===== config.mk =====
export PLATFORM = sky130hd
export DESIGN_NAME = ascon_perm_scheduler_flat
export DESIGN_NICKNAME = d
export VERILOG_FILES = /design/src/rtl/ascon_perm_scheduler_if.sv /design/src/rtl/ascon_perm_scheduler.sv /design/src/flat_wrapper.sv
export SDC_FILE = /design/constraint.sdc
export NUM_CORES = 1
export LEC_CHECK = 0
export CAP_MARGIN = 10
export CORE_UTILIZATION = 30
export CTS_BUF_LIST = sky130_fd_sc_hd__clkbuf_4
export DETAILED_ROUTE_END_ITERATION = 8
export PLACE_DENSITY = 0.6
export SYNTH_ARGS = -nofsm -noshare
export SYNTH_HDL_FRONTEND = slang
export SYNTH_SLANG_ARGS = --single-unit

===== constraint.sdc =====
create_clock -name clk -period 2.45 [get_ports clk]
set_clock_uncertainty 0.2 [all_clocks]
set_input_delay 0.245 -clock clk [delete_from_list [all_inputs] [get_ports clk]]
set_output_delay 0.245 -clock clk [all_outputs]
set_load 0.03 [all_outputs]

===== src/rtl/ascon_perm_scheduler_if.sv =====
// ---------------------------------------------------------------------------
// ascon_perm_scheduler_if
//
// Bundle between the mode FSM / round datapath and the permutation
// scheduler.
//
//   req_a, req_b   requester -> scheduler  level requests for p^a / p^b
//   flush          requester -> scheduler  synchronous abort of current run
//   gnt_a, gnt_b   scheduler -> requester  grant pulse (first round cycle)
//   done_a, done_b scheduler -> requester  result-valid pulse
//   owner          scheduler -> datapath   input-mux select (0 = p^a)
//   round_valid    scheduler -> datapath   apply one round this cycle
//   round_idx      scheduler -> datapath   round-constant index 0..11
//   last_round     scheduler -> datapath   final round of the permutation
//   busy           scheduler -> requester  permutation in progress
//   counter        scheduler -> requester  rounds completed so far
//
// The master modport is the requester/datapath side, the slave modport is
// the scheduler itself.
// ---------------------------------------------------------------------------
interface ascon_perm_scheduler_if;
    logic       req_a;
    logic       req_b;
    logic       flush;
    logic       gnt_a;
    logic       gnt_b;
    logic       owner;
    logic       round_valid;
    logic [3:0] round_idx;
    logic       last_round;
    logic       done_a;
    logic       done_b;
    logic       busy;
    logic [3:0] counter;

    modport master (
        output req_a, req_b, flush,
        input  gnt_a, gnt_b, owner, round_valid, round_idx, last_round,
               done_a, done_b, busy, counter
    );

    modport slave (
        input  req_a, req_b, flush,
        output gnt_a, gnt_b, owner, round_valid, round_idx, last_round,
               done_a, done_b, busy, counter
    );
endinterface


===== src/rtl/ascon_perm_scheduler.sv =====
// ---------------------------------------------------------------------------
// ascon_perm_scheduler
//
// Shares one Ascon round-function datapath between the p^a requester
// (initialization / finalization) and the p^b requester (data / AD
// processing). Arbitrates round-robin on ties, counts rounds, and drives
// the round-constant index, owner select and round enable.
//
// Parameters
//   PA_ROUNDS  rounds for a p^a permutation (1..12)
//   PB_ROUNDS  rounds for a p^b permutation (1..12; 6 for Ascon-128,
//              8 for Ascon-128a)
//
// Ports
//   clk   single clock, rising edge
//   rst   asynchronous, active-low reset
//   bus   slave side of ascon_perm_scheduler_if (requests, grants,
//         done pulses and datapath controls)
//
// Every output is decoded from registered state only, so there is no
// combinational path from req_a/req_b/flush to any output, and an
// asynchronous reset forces all outputs low immediately.
// ---------------------------------------------------------------------------
module ascon_perm_scheduler #(
    parameter int PA_ROUNDS = 12,
    parameter int PB_ROUNDS = 6
) (
    input  logic                        clk,
    input  logic                        rst,
    ascon_perm_scheduler_if.slave       bus
);

    // Round counts and the first round-constant index for each owner.
    // Starting at (12 - N) makes the final round always use index 11.
    localparam logic [3:0] PA_N    = 4'(PA_ROUNDS);
    localparam logic [3:0] PB_N    = 4'(PB_ROUNDS);
    localparam logic [3:0] PA_BASE = 4'(12 - PA_ROUNDS);
    localparam logic [3:0] PB_BASE = 4'(12 - PB_ROUNDS);

    typedef enum logic [1:0] {
        ST_IDLE = 2'd0,
        ST_RUN  = 2'd1,
        ST_DONE = 2'd2
    } state_t;

    state_t     state,    state_d;
    logic       own,      own_d;       // 0 = p^a, 1 = p^b
    logic [3:0] ctr,      ctr_d;       // rounds completed in RUN
    logic       last_gnt, last_gnt_d;  // requester granted most recently

    logic [3:0] n_rounds;
    logic [3:0] idx_base;
    logic [3:0] final_ctr;
    logic       pick;

    assign n_rounds  = own ? PB_N    : PA_N;
    assign idx_base  = own ? PB_BASE : PA_BASE;
    assign final_ctr = n_rounds - 4'd1;

    // -----------------------------------------------------------------------
    // State register
    // -----------------------------------------------------------------------
    // NOTE: state registers use non-blocking assignments so every flop
    // samples the pre-edge values, independent of process ordering.
    always_ff @(posedge clk or negedge rst) begin
        if (!rst) begin
            state    <= ST_IDLE;
            own      <= 1'b0;
            ctr      <= 4'd0;
            last_gnt <= 1'b1;   // p^a wins the first tie after reset
        end else begin
            state    <= state_d;
            own      <= own_d;
            ctr      <= ctr_d;
            last_gnt <= last_gnt_d;
        end
    end

    // -----------------------------------------------------------------------
    // Next-state logic
    // -----------------------------------------------------------------------
    // NOTE: every variable gets a default at the top of the block, so no
    // path through the case can leave it unassigned and infer a latch.
    always_comb begin
        state_d    = state;
        own_d      = own;
        ctr_d      = ctr;
        last_gnt_d = last_gnt;

        // On a tie the requester not granted last time wins; otherwise
        // the single active requester wins.
        pick = (bus.req_a && bus.req_b) ? ~last_gnt : bus.req_b;

        unique case (state)
            ST_IDLE: begin
                if (bus.req_a || bus.req_b) begin
                    state_d    = ST_RUN;
                    own_d      = pick;
                    last_gnt_d = pick;
                    ctr_d      = 4'd0;
                end
            end

            ST_RUN: begin
                if (bus.flush) begin
                    // Abort without a done pulse; last_gnt stays updated.
                    state_d = ST_IDLE;
                    ctr_d   = 4'd0;
                end else if (ctr == final_ctr) begin
                    state_d = ST_DONE;
                end else begin
                    ctr_d = ctr + 4'd1;
                end
            end

            ST_DONE: begin
                // Single result cycle; flush here ends up in IDLE as well.
                state_d = ST_IDLE;
                ctr_d   = 4'd0;
            end

            default: begin
                state_d = ST_IDLE;
                ctr_d   = 4'd0;
            end
        endcase
    end

    // -----------------------------------------------------------------------
    // Output decode (registered state only)
    // -----------------------------------------------------------------------
    always_comb begin
        bus.busy        = 1'b0;
        bus.owner       = 1'b0;
        bus.round_valid = 1'b0;
        bus.round_idx   = 4'd0;
        bus.last_round  = 1'b0;
        bus.gnt_a       = 1'b0;
        bus.gnt_b       = 1'b0;
        bus.done_a      = 1'b0;
        bus.done_b      = 1'b0;
        bus.counter     = 4'd0;

        unique case (state)
            ST_RUN: begin
                bus.busy        = 1'b1;
                bus.owner       = own;
                bus.round_valid = 1'b1;
                bus.round_idx   = idx_base + ctr;
                bus.last_round  = (ctr == final_ctr);
                // The grant pulse marks the cycle the owner's state is
                // muxed into the datapath.
                bus.gnt_a       = (ctr == 4'd0) && !own;
                bus.gnt_b       = (ctr == 4'd0) &&  own;
                bus.counter     = ctr;
            end

            ST_DONE: begin
                bus.busy    = 1'b1;
                bus.owner   = own;
                bus.done_a  = !own;
                bus.done_b  =  own;
                bus.counter = n_rounds;
            end

            default: begin
                // IDLE: all outputs stay at their zero defaults.
            end
        endcase
    end

endmodule

===== src/flat_wrapper.sv =====
// flat-port wrapper written by rule: the top's interface ports become plain ports
module ascon_perm_scheduler_flat 
#(
    parameter int PA_ROUNDS = 12,
    parameter int PB_ROUNDS = 6
)
  (clk, rst, bus_req_a, bus_req_b, bus_flush, bus_gnt_a, bus_gnt_b, bus_owner, bus_round_valid, bus_round_idx, bus_last_round, bus_done_a, bus_done_b, bus_busy, bus_counter);
  ascon_perm_scheduler_if bus_i ();
  input  logic clk;
  input  logic rst;
  input wire logic [$bits(bus_i.req_a)-1:0] bus_req_a;
  input wire logic [$bits(bus_i.req_b)-1:0] bus_req_b;
  input wire logic [$bits(bus_i.flush)-1:0] bus_flush;
  output wire logic [$bits(bus_i.gnt_a)-1:0] bus_gnt_a;
  output wire logic [$bits(bus_i.gnt_b)-1:0] bus_gnt_b;
  output wire logic [$bits(bus_i.owner)-1:0] bus_owner;
  output wire logic [$bits(bus_i.round_valid)-1:0] bus_round_valid;
  output wire logic [$bits(bus_i.round_idx)-1:0] bus_round_idx;
  output wire logic [$bits(bus_i.last_round)-1:0] bus_last_round;
  output wire logic [$bits(bus_i.done_a)-1:0] bus_done_a;
  output wire logic [$bits(bus_i.done_b)-1:0] bus_done_b;
  output wire logic [$bits(bus_i.busy)-1:0] bus_busy;
  output wire logic [$bits(bus_i.counter)-1:0] bus_counter;
  assign bus_i.req_a = bus_req_a;
  assign bus_i.req_b = bus_req_b;
  assign bus_i.flush = bus_flush;
  assign bus_gnt_a = bus_i.gnt_a;
  assign bus_gnt_b = bus_i.gnt_b;
  assign bus_owner = bus_i.owner;
  assign bus_round_valid = bus_i.round_valid;
  assign bus_round_idx = bus_i.round_idx;
  assign bus_last_round = bus_i.last_round;
  assign bus_done_a = bus_i.done_a;
  assign bus_done_b = bus_i.done_b;
  assign bus_busy = bus_i.busy;
  assign bus_counter = bus_i.counter;
  ascon_perm_scheduler #(.PA_ROUNDS(PA_ROUNDS), .PB_ROUNDS(PB_ROUNDS)) u_core (.clk(clk), .rst(rst), .bus(bus_i));
endmodule

==> run_results.csv, run 1 <==
group,metric,value,unit
grt,vias_in_the_first_global_route,612,
critical_path,crit_end,"bus_counter[2]",
synthesis,synthDominantCellAreaShare,25.93,%
clock_tree,cts-root-buf,"sky130_fd_sc_hd__clkbuf_4",
sta,tightestPinTransition,0.3734,ns
critical_path,worst-endpoint-required,2.01,ns
pwr,portion_of_total_power_attributed_to_the_clock_network,12.0,%
synthesis,synthFlopType,"sky130_fd_sc_hd__dfrtp_1",
place,placedInstanceArea,939.7,µm²
synthesis,synth_top_family_by_area,"simple AND/OR/NAND/NOR gates",
detailed_routing,drc,0,
pwr,power.share.switching,47.68,%
synthesis,synth_adder_area_share,17.78,%
grt,antenna_found_initial,0,
status,status,"complete, no violations",
critical_path,timing_worst_setup_path_type,"register to output port",
sta,rsz0062_at_grt,"no",
clock_tree,clock_latency,0.25,ns
sta,timing.slew.headroom,75.03,%
place,place_congestion,0.7515,
detailed_routing,vias_per_cell,4.901,
sta,post-route-period-util,96.69,%
pwr,power.static_leakage,0.4957,nW
sta,final_period_minus_worst_setup_slack,2.369,ns
synthesis,synth.area.top_cells,"sky130_fd_sc_hd__dfrtp_1, sky130_fd_sc_hd__ha_1, sky130_fd_sc_hd__and2_1",
critical_path,worstSetupEndpointType,"output port",
detailed_routing,routed_wirelength,1609,µm
detailed_routing,drtPass1Iterations,4,
grt,grt_use_total,13.82,%
synthesis,synth.most_common_cell,"sky130_fd_sc_hd__ha_1",
clock_tree,cts_made_buffers,3,
sta,setup_viol,0,
critical_path,crit_arrival,1.92,ns
finish,fin_nets,119,
pwr,intPower,0.5360,mW
clock_tree,cts.sinks,8,
finish,layoutNonFillerInstCount,131,
die,core_area,2042,µm²
grt,overflow,0,
clock_tree,cts_hold_buffers,0,
place,placement.setup.worst_slack,0.09181,ns
synthesis,synth.area.mux_share,0,%
sta,max_freq,422.1,MHz
sta,fin_ws,0.08101,ns
hold_path,hold_class,"input port to async pin",
synthesis,yosysWarnings,0,
clock_tree,clk_pin_slew,0.06,ns
synthesis,syn_inst,76,
synthesis,yosys.area.top_type,"sky130_fd_sc_hd__dfrtp_1",
die,dieArea,2446,µm²
synthesis,postSynthRegisterBits,8,
synthesis,synth.top_cells.by_count,"sky130_fd_sc_hd__ha_1, sky130_fd_sc_hd__dfrtp_1, sky130_fd_sc_hd__inv_1",
critical_path,timing.critical_path.from,"u_core.state[1]",
clock_tree,clk_path_buf_depth,2,
detailed_routing,vias,642,
critical_path,cp-start-kind,"register",
synthesis,synth-edff-count,0,
clock_tree,htreeDepth,1,
finish,design_area,972.2,µm²
synthesis,synthDistinctLibCells,32,
place,dpl.cell_count,127,
critical_path,regToRegStartpoint,"u_core.own",
detailed_routing,ant_nets,0,
sta,timing_hold_violations_final,0,
place,dpl.hpwl,1313,µm
synthesis,synth-compound-area-share,16.48,%
die,die_x,49.46,µm
pwr,p_comb_share,66.0,%
critical_path,ff2ff_setup_slack,0.53,ns
synthesis,synthSimpleGateAreaFrac,28.70,%
pwr,pwr_density_cell,1054,nW/µm²
synthesis,mappedNetlistArea,675.6,µm²
job,maxCapViolCount,0,
synthesis,synth-async-reset-ratio,100.0,%
clock_tree,cts_setup_buffers,0,
finish,antenna-diode-count,0,
die,dieHeight,49.46,µm
critical_path,rr_worst_depth,5,
detailed_routing,detail_route.iter0.violations,12,
pwr,p_sw,0.4886,mW
sta,slew_violations,0,
finish,flow.area_growth_from_synthesis,43.89,%
synthesis,seq_area_frac_synth,29.81,%
critical_path,worst_r2r_endpoint,"u_core.ctr[3]",
finish,drive_above_1_share,13.46,%
detailed_routing,wl_per_instance,12.28,µm
die,total_i_o_pin_count,21,
clock_tree,tritoncts,"done",
die,initial_utilization,33.09,%
sta,setup_tns,0,ns
pwr,ir_worst_vdd,479.8,µV
die,rows,16,
grt,largest_net_degree_at_the_start_of_global_routing,10,
critical_path,crit_path_max_fanout,6,
synthesis,synth-xor-area-share,2.593,%
synthesis,postSynthAreaPerCell,8.890,µm²
grt,grt_first_pass_wirelength,2594,µm
place,port-buffer-count,20,
pwr,share_seq_of_total_power,22.1,%
synthesis,postSynthNetCount,90,
[critical path, stage by stage, from the launching register on]
cell                              delay (ns)
sky130_fd_sc_hd__dfrtp_1                0.39
sky130_fd_sc_hd__inv_1                  0.10
sky130_fd_sc_hd__ha_1                   0.36
sky130_fd_sc_hd__nor2b_1                0.15
sky130_fd_sc_hd__clkdlybuf4s50_1        0.67
[kinds of logic after synthesis]
group	after synthesis
compound gates	16
xor+xnor	2
fa+ha+maj	9
buf+inv	8
flops	8
simple gates	33
[flip-flops by register name, summed over array words and instances (netlist names)]
register and cells:
u_core.ctr 4, u_core.last_gnt 1, u_core.own 1, u_core.state 2
[per-layer routing]
metal | wire length [µm] | share of wire (%) | vias up | track usage, %
met4 | 14 | 0.87 | 0 | 7.143
met3 | 94 | 5.8 | 2 | 1.235
met5 | 0 | 0 | - | 0
met1 | 767 | 48 | 300 | 17.65
met2 | 732 | 45 | 21 | 23.06
li1 | - | - | 319 | -
[placed cells by master (no fill, tap or decap)]
cell type	netlist	layout
sky130_fd_sc_hd__a31oi_2	1	1
sky130_fd_sc_hd__nand3_1	3	3
sky130_fd_sc_hd__a22o_1	1	1
sky130_fd_sc_hd__nor2b_1	5	5
sky130_fd_sc_hd__xnor2_1	1	1
sky130_fd_sc_hd__and2_1	6	6
sky130_fd_sc_hd__nor3b_1	1	1
sky130_fd_sc_hd__and4b_1	1	1
sky130_fd_sc_hd__dfrtp_1	7	6
sky130_fd_sc_hd__o22ai_1	1	1
sky130_fd_sc_hd__clkdlybuf4s50_1	0	11
sky130_fd_sc_hd__buf_4	0	6
sky130_fd_sc_hd__a32o_1	1	1
sky130_fd_sc_hd__a21oi_1	6	6
sky130_fd_sc_hd__nor4_1	2	2
sky130_fd_sc_hd__nand4_1	1	1
sky130_fd_sc_hd__fa_1	1	1
sky130_fd_sc_hd__dlygate4sd2_1	0	5
sky130_fd_sc_hd__nand2_1	6	6
sky130_fd_sc_hd__and3_1	1	1
sky130_fd_sc_hd__dfrtp_2	0	1
sky130_fd_sc_hd__inv_1	7	7
sky130_fd_sc_hd__dfstp_2	1	1
sky130_fd_sc_hd__a31oi_1	1	1
sky130_fd_sc_hd__nor3_1	1	1
sky130_fd_sc_hd__xor2_1	1	1
sky130_fd_sc_hd__and4bb_1	1	1
sky130_fd_sc_hd__a2bb2oi_2	1	1
sky130_fd_sc_hd__o21ai_0	2	2
sky130_fd_sc_hd__dlymetal6s2s_1	0	3
sky130_fd_sc_hd__o21a_1	1	1
sky130_fd_sc_hd__and2b_1	1	1
sky130_fd_sc_hd__o21ai_1	1	1
sky130_fd_sc_hd__nand2b_1	2	2
sky130_fd_sc_hd__clkbuf_4	0	4
sky130_fd_sc_hd__nor2_1	2	2
sky130_fd_sc_hd__ha_1	8	8
[through the flow]
step / hold slack, ns / util, % / power [mW]
6_report: 0.06876 / 47.61 / 1.025
5_1_grt: 0.09796 / 47.61 / 1.095
4_1_cts: 0.08449 / 47.18 / 1.032
3_5_place_dp: 0.3260 / 46.02 / 0.9358
3_3_place_gp: 0.3171 / 46.02 / 0.9310
2_1_floorplan: -0.2506 / - / 0.6677
[what timing repair did]
action                     in CTS  in global routing
pin swaps                       0                  0
resized for setup               5                  4
setup endpoints to repair       5                  4
[worst min-delay path by stage]
stage / cells after the start / end
finish: 1 / u_core.ctr[0]
global route: 1 / u_core.ctr[3]
CTS: 1 / u_core.ctr[3]
detailed placement: 2 / u_core.last_gnt
global placement: 2 / u_core.last_gnt
floorplan: 0 / u_core.ctr[0]
[area by class of cell]
class	instances	area [µm²]
multi-input cells	60	442.9
inverters	7	26.28
fillers	222	1070
repair buffers	25	236.5
flip-flops and latches	8	202.7
clock buffers	4	30.03
well taps	27	33.78
[power by group through the flow]
stage / Clock (mW) / Combinational (mW) / Sequential, mW
finish: 0.123 / 0.676 / 0.226
CTS: 0.125 / 0.684 / 0.223
global placement: 0 / 0.707 / 0.224
floorplan: 0 / 0.453 / 0.215
detailed placement: 0 / 0.710 / 0.226
global route: 0.132 / 0.730 / 0.233
(Power assumes the default switching activity.)
==> inputs of run 2 (changes only) <==
--- a/config.mk
+++ b/config.mk
@@ -6,9 +6,10 @@
 export NUM_CORES = 1
 export LEC_CHECK = 0
+export ABC_AREA = 1
 export CAP_MARGIN = 10
 export CORE_UTILIZATION = 30
 export CTS_BUF_LIST = sky130_fd_sc_hd__clkbuf_4
 export DETAILED_ROUTE_END_ITERATION = 8
-export PLACE_DENSITY = 0.6
+export PLACE_DENSITY = 0.59
 export SYNTH_ARGS = -nofsm -noshare
 export SYNTH_HDL_FRONTEND = slang
--- a/constraint.sdc
+++ b/constraint.sdc
@@ -3,3 +3,3 @@
 set_input_delay 0.245 -clock clk [delete_from_list [all_inputs] [get_ports clk]]
 set_output_delay 0.245 -clock clk [all_outputs]
-set_load 0.03 [all_outputs]
+set_load 0.1 [all_outputs]
==> run 2 against run 1 <==
Net effect: global-route usage increased by 2.0 points; critical path type unchanged; highest routed layer unchanged; first-iteration DRC count decreased by 58%; die area increased by 7.1%; worst hold slack got worse by 0.018 ns; fmax increased by 2.3%; core utilization increased by 5.8 points; setup slack improved by 0.053 ns; sequential share of layout area decreased by 4.0 points; non-clock buffer count decreased by 3.
==> run_results.csv, run 2 <==
group,metric,value,unit
status,status,"complete, no violations",
synthesis,syn_inst,101,
finish,mostFrequentLayoutCells,"sky130_fd_sc_hd__nand2_1, sky130_fd_sc_hd__inv_1, sky130_fd_sc_hd__buf_12",
job,maxCapViolCount,0,
die,initial_utilization,32.19,%
sta,setup_viol,0,
synthesis,synth.most_common_cell,"sky130_fd_sc_hd__nand2_1",
synthesis,synth.area.top_cells,"sky130_fd_sc_hd__dfrtp_1, sky130_fd_sc_hd__ha_1, sky130_fd_sc_hd__nand2_1",
synthesis,postSynthRegisterBits,8,
synthesis,seq_area_frac_synth,27.76,%
sta,slew_violations,0,
clock_tree,cts_hold_buffers,0,
finish,max_flop_register,"u_core.ctr",
sta,tightestPinTransition,0.3323,ns
place,placedInstanceArea,1172,µm²
die,rows,17,
critical_path,cp_max_stage_cell,"sky130_fd_sc_hd__dfrtp_2",
critical_path,worst-endpoint-required,2.01,ns
detailed_routing,drtPass1Iterations,3,
synthesis,mappedNetlistArea,725.7,µm²
synthesis,synthDominantCellAreaShare,24.14,%
clock_tree,tritoncts,"done",
critical_path,worstSetupEndpointType,"output port",
sta,post-route-period-util,94.52,%
place,place_congestion,0.7806,
clock_tree,htreeDepth,1,
grt,grt_use_total,15.83,%
finish,drive_above_1_share,40.16,%
die,dieArea,2620,µm²
sta,timing_hold_violations_final,0,
place,dpl.hpwl,1504,µm
clock_tree,cts_setup_buffers,0,
sta,final_period_minus_worst_setup_slack,2.316,ns
grt,antenna_found_initial,0,
critical_path,critPathBufInv,2,
clock_tree,clk_pin_slew,0.06,ns
clock_tree,clock_latency,0.26,ns
synthesis,yosys.area.top_type,"sky130_fd_sc_hd__dfrtp_1",
finish,design_area,1204,µm²
die,core_area,2255,µm²
die,total_i_o_pin_count,21,
finish,multi_input_gate_area_in_the_final_layout,543.0,µm²
sta,max_freq,431.8,MHz
finish,layout_commonest_cell,"sky130_fd_sc_hd__nand2_1",
synthesis,synthDistinctLibCells,19,
clock_tree,cts_made_buffers,3,
finish,flow.area_growth_from_synthesis,65.86,%
clock_tree,cts.sinks,8,
synthesis,yosysWarnings,0,
critical_path,delay_heaviest_family_cp,"adder cells",
hold_path,hold_class,"input port to async pin",
finish,area.sequential,202.7,µm²
detailed_routing,vias_per_cell,4.555,
sta,rsz0062_at_grt,"no",
detailed_routing,routed_wirelength,1715,µm
synthesis,synth.top_cells.by_count,"sky130_fd_sc_hd__nand2_1, sky130_fd_sc_hd__inv_1, sky130_fd_sc_hd__nor2_1",
finish,fin_nets,142,
clock_tree,clk_path_buf_depth,2,
critical_path,timing_worst_setup_path_type,"register to output port",
critical_path,crit_path_max_fanout,8,
place,port-buffer-count,20,
synthesis,synth-edff-count,0,
grt,overflow,0,
detailed_routing,wl_per_instance,11.06,µm
synthesis,postSynthAreaPerCell,7.185,µm²
clock_tree,cts-root-buf,"sky130_fd_sc_hd__clkbuf_4",
sta,fin_ws,0.1342,ns
critical_path,critical_path.max_stage_delay,0.49,ns
finish,biggestRegsByFlops,"u_core.ctr: 4 flops, u_core.state: 2 flops",
detailed_routing,drc,0,
synthesis,synth-async-reset-ratio,100.0,%
finish,fillers,223,
critical_path,cp-start-kind,"register",
die,dieHeight,51.19,µm
finish,largest_register_ff_count,4,
die,die_x,51.19,µm
grt,vias_in_the_first_global_route,675,
detailed_routing,ant_nets,0,
detailed_routing,vias,706,
detailed_routing,detail_route.iter0.violations,5,
critical_path,crit_arrival,1.87,ns
synthesis,postSynthNetCount,115,
finish,antenna-diode-count,0,
critical_path,crit_chain,"ha_1 > inv_1 > fa_1 > o21ai_1 > a21oi_4 > buf_12",
grt,largest_net_degree_at_the_start_of_global_routing,9,
grt,grt_first_pass_wirelength,3091,µm
sta,timing.slew.headroom,77.78,%
synthesis,synthFlopType,"sky130_fd_sc_hd__dfrtp_1",
place,placement.setup.worst_slack,0.2137,ns
critical_path,ff2ff_setup_slack,0.74,ns
## run 2: cell count changes after synthesis, moves of 3 or more
| cell | delta |
|---|---|
| sky130_fd_sc_hd__nand2_1 | +19 |
| sky130_fd_sc_hd__nand2_2 | +6 |
| sky130_fd_sc_hd__nor2b_1 | -5 |
| sky130_fd_sc_hd__inv_2 | +3 |
| sky130_fd_sc_hd__nand3_1 | +3 |
| sky130_fd_sc_hd__nor2_1 | +11 |
| sky130_fd_sc_hd__inv_1 | +8 |
| sky130_fd_sc_hd__and2_1 | -6 |
## run 2: worst paths after layout
| check | cells past startpoint | endpoint | startpoint |
|---|---|---|---|
| worst max register to register | 8 | u_core.state[1] | u_core.own |
| worst min register to register | 2 | u_core.last_gnt | u_core.last_gnt |
| worst min-delay path | 1 | u_core.ctr[3] | rst |
| max in group asynchronous | 1 | u_core.last_gnt | rst |
| min in group clk | 2 | u_core.last_gnt | u_core.last_gnt |
| worst max-delay path | 6 | bus_round_idx[3] | u_core.own |
## run 2: cell families (layout without fill, tap and decap cells)
logic type | Yosys count | after routing | synth area share, %
AND/OR/NAND/NOR | 58 | 58 | 40.35
buffers and inverters | 18 | 44 | 9.310
adder cells (fa/ha/maj) | 9 | 9 | 16.55
flip-flops | 8 | 8 | 27.76
AO/OA/AOI/OAI | 7 | 7 | 4.827
XOR/XNOR | 1 | 1 | 1.207
## run 2: metrics by stage
| step | setup TNS, ns | cells | util (%) | hold slack (ns) |
|---|---|---|---|---|
| 2_1_floorplan | -0.2063 | 101 | - | -0.2506 |
| 3_3_place_gp | 0 | 151 | 52.00 | 0.2724 |
| 3_5_place_dp | 0 | 151 | 52.00 | 0.2741 |
| 4_1_cts | 0 | 155 | 53.39 | 0.05712 |
| 5_1_grt | 0 | 155 | 53.39 | 0.06841 |
| 6_report | 0 | 155 | 53.39 | 0.05101 |
## run 2: routing by layer
metal | global-route usage (%) | part of all wire, %
met5 | 0 | 0
met4 | 5.556 | 0.99
met3 | 2.083 | 3.3
met2 | 27.85 | 53
met1 | 19.53 | 43
## run 2: what timing repair did
item	4_1_cts	5_1_grt
hold endpoints to repair	0	0
setup endpoints to repair	1	1
resized for setup	1	1
## run 2: worst reg2reg max path, stage by stage (launching register included)
cell and delay [ns]:
sky130_fd_sc_hd__dfrtp_2 0.49, sky130_fd_sc_hd__ha_1 0.35, sky130_fd_sc_hd__nand2_2 0.07, sky130_fd_sc_hd__nor2_4 0.13
sky130_fd_sc_hd__nand2_2 0.10, sky130_fd_sc_hd__nand2_2 0.09, sky130_fd_sc_hd__nand2_2 0.05, sky130_fd_sc_hd__nand2_1 0.05
sky130_fd_sc_hd__nand2_1 0.05
## run 2: area by class of cell
class | count | area share, %
clock buffers | 4 | 2.495
inverters | 18 | 5.613
multi-input cells | 75 | 45.11
flip-flops and latches | 8 | 16.84
well taps | 28 | 2.911
repair buffers | 22 | 27.03
Power of run 2 is left out: the tool's default activity adds up to more than one toggle a clock period on the data nets, which glitch-free logic cannot reach.
==> inputs of run 3 (changes only) <==
Clock period 2.45 ns to 2.4 ns, I/O delays scaled along.
==> run 3 against run 2 <==
Net effect: setup slack got worse by 0.010 ns; register-to-register slack got worse by 0.12 ns; final area increased by 1.4%; die area unchanged; count of clock-buffer cells in the layout unchanged; critical path depth unchanged; sequential cell count unchanged; cell count decreased by 0.65%; wire length increased by 2.3%.
==> run_results.csv, run 3 (synthesis gave the netlist of run 2 again) <==
group,metric,value,unit
clock_tree,cts_setup_buffers,0,
sta,rsz0062_at_grt,"no",
critical_path,cp-start-kind,"register",
status,status,"complete, no violations",
critical_path,crit_arrival,1.84,ns
finish,design_area,1220,µm²
detailed_routing,drc,0,
finish,largest_register_ff_count,4,
grt,largest_net_degree_at_the_start_of_global_routing,9,
detailed_routing,wl_met2,922,µm
finish,mostFrequentLayoutCells,"sky130_fd_sc_hd__nand2_1, sky130_fd_sc_hd__inv_1, sky130_fd_sc_hd__buf_12",
detailed_routing,ant_nets,0,
die,rows,17,
sta,max_freq,439.4,MHz
critical_path,critPathBufInv,2,
sta,post-route-period-util,94.83,%
detailed_routing,met1Wirelength,748,µm
clock_tree,clk_pin_slew,0.06,ns
place,placedInstanceArea,1190,µm²
finish,flow.area_growth_from_synthesis,68.10,%
die,dieHeight,51.19,µm
clock_tree,cts.sinks,8,
finish,multi_input_gate_area_in_the_final_layout,543.0,µm²
critical_path,timing_worst_setup_path_type,"register to output port",
die,total_i_o_pin_count,21,
grt,grt_use_total,15.30,%
clock_tree,cts-root-buf,"sky130_fd_sc_hd__clkbuf_4",
die,dieArea,2620,µm²
detailed_routing,routed.top_layer,"met4",
job,maxCapViolCount,0,
clock_tree,clock_latency,0.27,ns
place,placement.setup.worst_slack,0.3125,ns
grt,antenna_found_initial,0,
clock_tree,cts.repair.resized,0,
clock_tree,cts_hold_buffers,0,
detailed_routing,drtPass1Iterations,4,
finish,drive_above_1_share,38.89,%
finish,layout_commonest_cell,"sky130_fd_sc_hd__nand2_1",
place,place_congestion,0.8227,
sta,final_period_minus_worst_setup_slack,2.276,ns
critical_path,worstSetupEndpointType,"output port",
critical_path,cp_max_stage_cell,"sky130_fd_sc_hd__dfrtp_1",
grt,overflow,0,
detailed_routing,vias,698,
critical_path,delay_heaviest_family_cp,"adder cells",
critical_path,crit_path_max_fanout,5,
hold_path,hold_class,"input port to async pin",
sta,slew_violations,0,
critical_path,worst-endpoint-required,1.96,ns
critical_path,critical_path.max_stage_delay,0.46,ns
finish,antenna-diode-count,0,
place,dpl.hpwl,1554,µm
sta,setup_viol,0,
clock_tree,cts_made_buffers,3,
finish,max_flop_register,"u_core.ctr",
finish,fin_nets,141,
clock_tree,tritoncts,"done",
detailed_routing,vias_per_cell,4.532,
finish,area.sequential,201.4,µm²
grt,vias_in_the_first_global_route,717,
detailed_routing,routed_wirelength,1754,µm
detailed_routing,wl_per_instance,11.39,µm
clock_tree,clk_path_buf_depth,2,
sta,timing_hold_violations_final,0,
place,port-buffer-count,20,
sta,timing.slew.headroom,75.49,%
sta,tightestPinTransition,0.3665,ns
finish,fillers,223,
die,initial_utilization,32.19,%
grt,grt_first_pass_wirelength,3015,µm
clock_tree,htreeDepth,1,
detailed_routing,detail_route.iter0.violations,13,
die,core_area,2255,µm²
critical_path,crit_chain,"ha_1 > inv_1 > fa_1 > o21ai_1 > a21oi_4 > buf_12",
sta,fin_ws,0.1242,ns
die,die_x,51.19,µm
detailed_routing,wire_length_on_met3,47,µm
finish,biggestRegsByFlops,"u_core.ctr: 4 flops, u_core.state: 2 flops",
## run 3: metal layers
layer	track usage (%)	vias to the layer above
li1	-	361
met1	17.24	317
met5	0	-
met4	6.944	0
met3	1.190	5
met2	28.73	15
## run 3: worst paths after layout
| path | from | endpoint | slack, ns | cells past startpoint |
|---|---|---|---|---|
| max | u_core.own | bus_round_idx[3] | 0.12 | 6 |
| min | rst | u_core.ctr[2] | 0.05 | 1 |
| max reg2reg | u_core.own | u_core.state[1] | 0.62 | 8 |
| min reg2reg | u_core.last_gnt | u_core.last_gnt | 0.29 | 2 |
| max in group asynchronous | rst | u_core.last_gnt | 1.63 | 1 |
| min in group clk | u_core.last_gnt | u_core.last_gnt | 0.29 | 2 |
## run 3: layout make-up
type / instances / share of cell area (%)
well taps: 28 / 2.872
multi-input cells: 75 / 44.51
flip-flops and latches: 8 / 16.51
inverters: 18 / 5.538
clock buffers: 4 / 2.462
repair buffers: 21 / 28.10
## run 3: worst reg2reg max path, cell delays in order, from the launching register on
cell                      delay, ns
sky130_fd_sc_hd__dfrtp_1       0.45
sky130_fd_sc_hd__buf_4         0.19
sky130_fd_sc_hd__ha_1          0.31
sky130_fd_sc_hd__nor2_4        0.16
sky130_fd_sc_hd__nand2_2       0.10
sky130_fd_sc_hd__nand2_2       0.09
sky130_fd_sc_hd__nand2_2       0.06
sky130_fd_sc_hd__nand2_1       0.05
sky130_fd_sc_hd__nand2_1       0.05
## run 3: per-stage QoR
step	hold slack (ns)	util (%)	cells	setup TNS, ns
finish	0.05073	54.11	154	0
global route	0.07984	54.11	154	0
CTS	0.06594	54.11	154	0
detailed placement	0.2890	52.77	150	0
global placement	0.2708	52.77	150	0
floorplan	-0.2556	-	101	-0.3008
Power of run 3 is left out for the same reason.
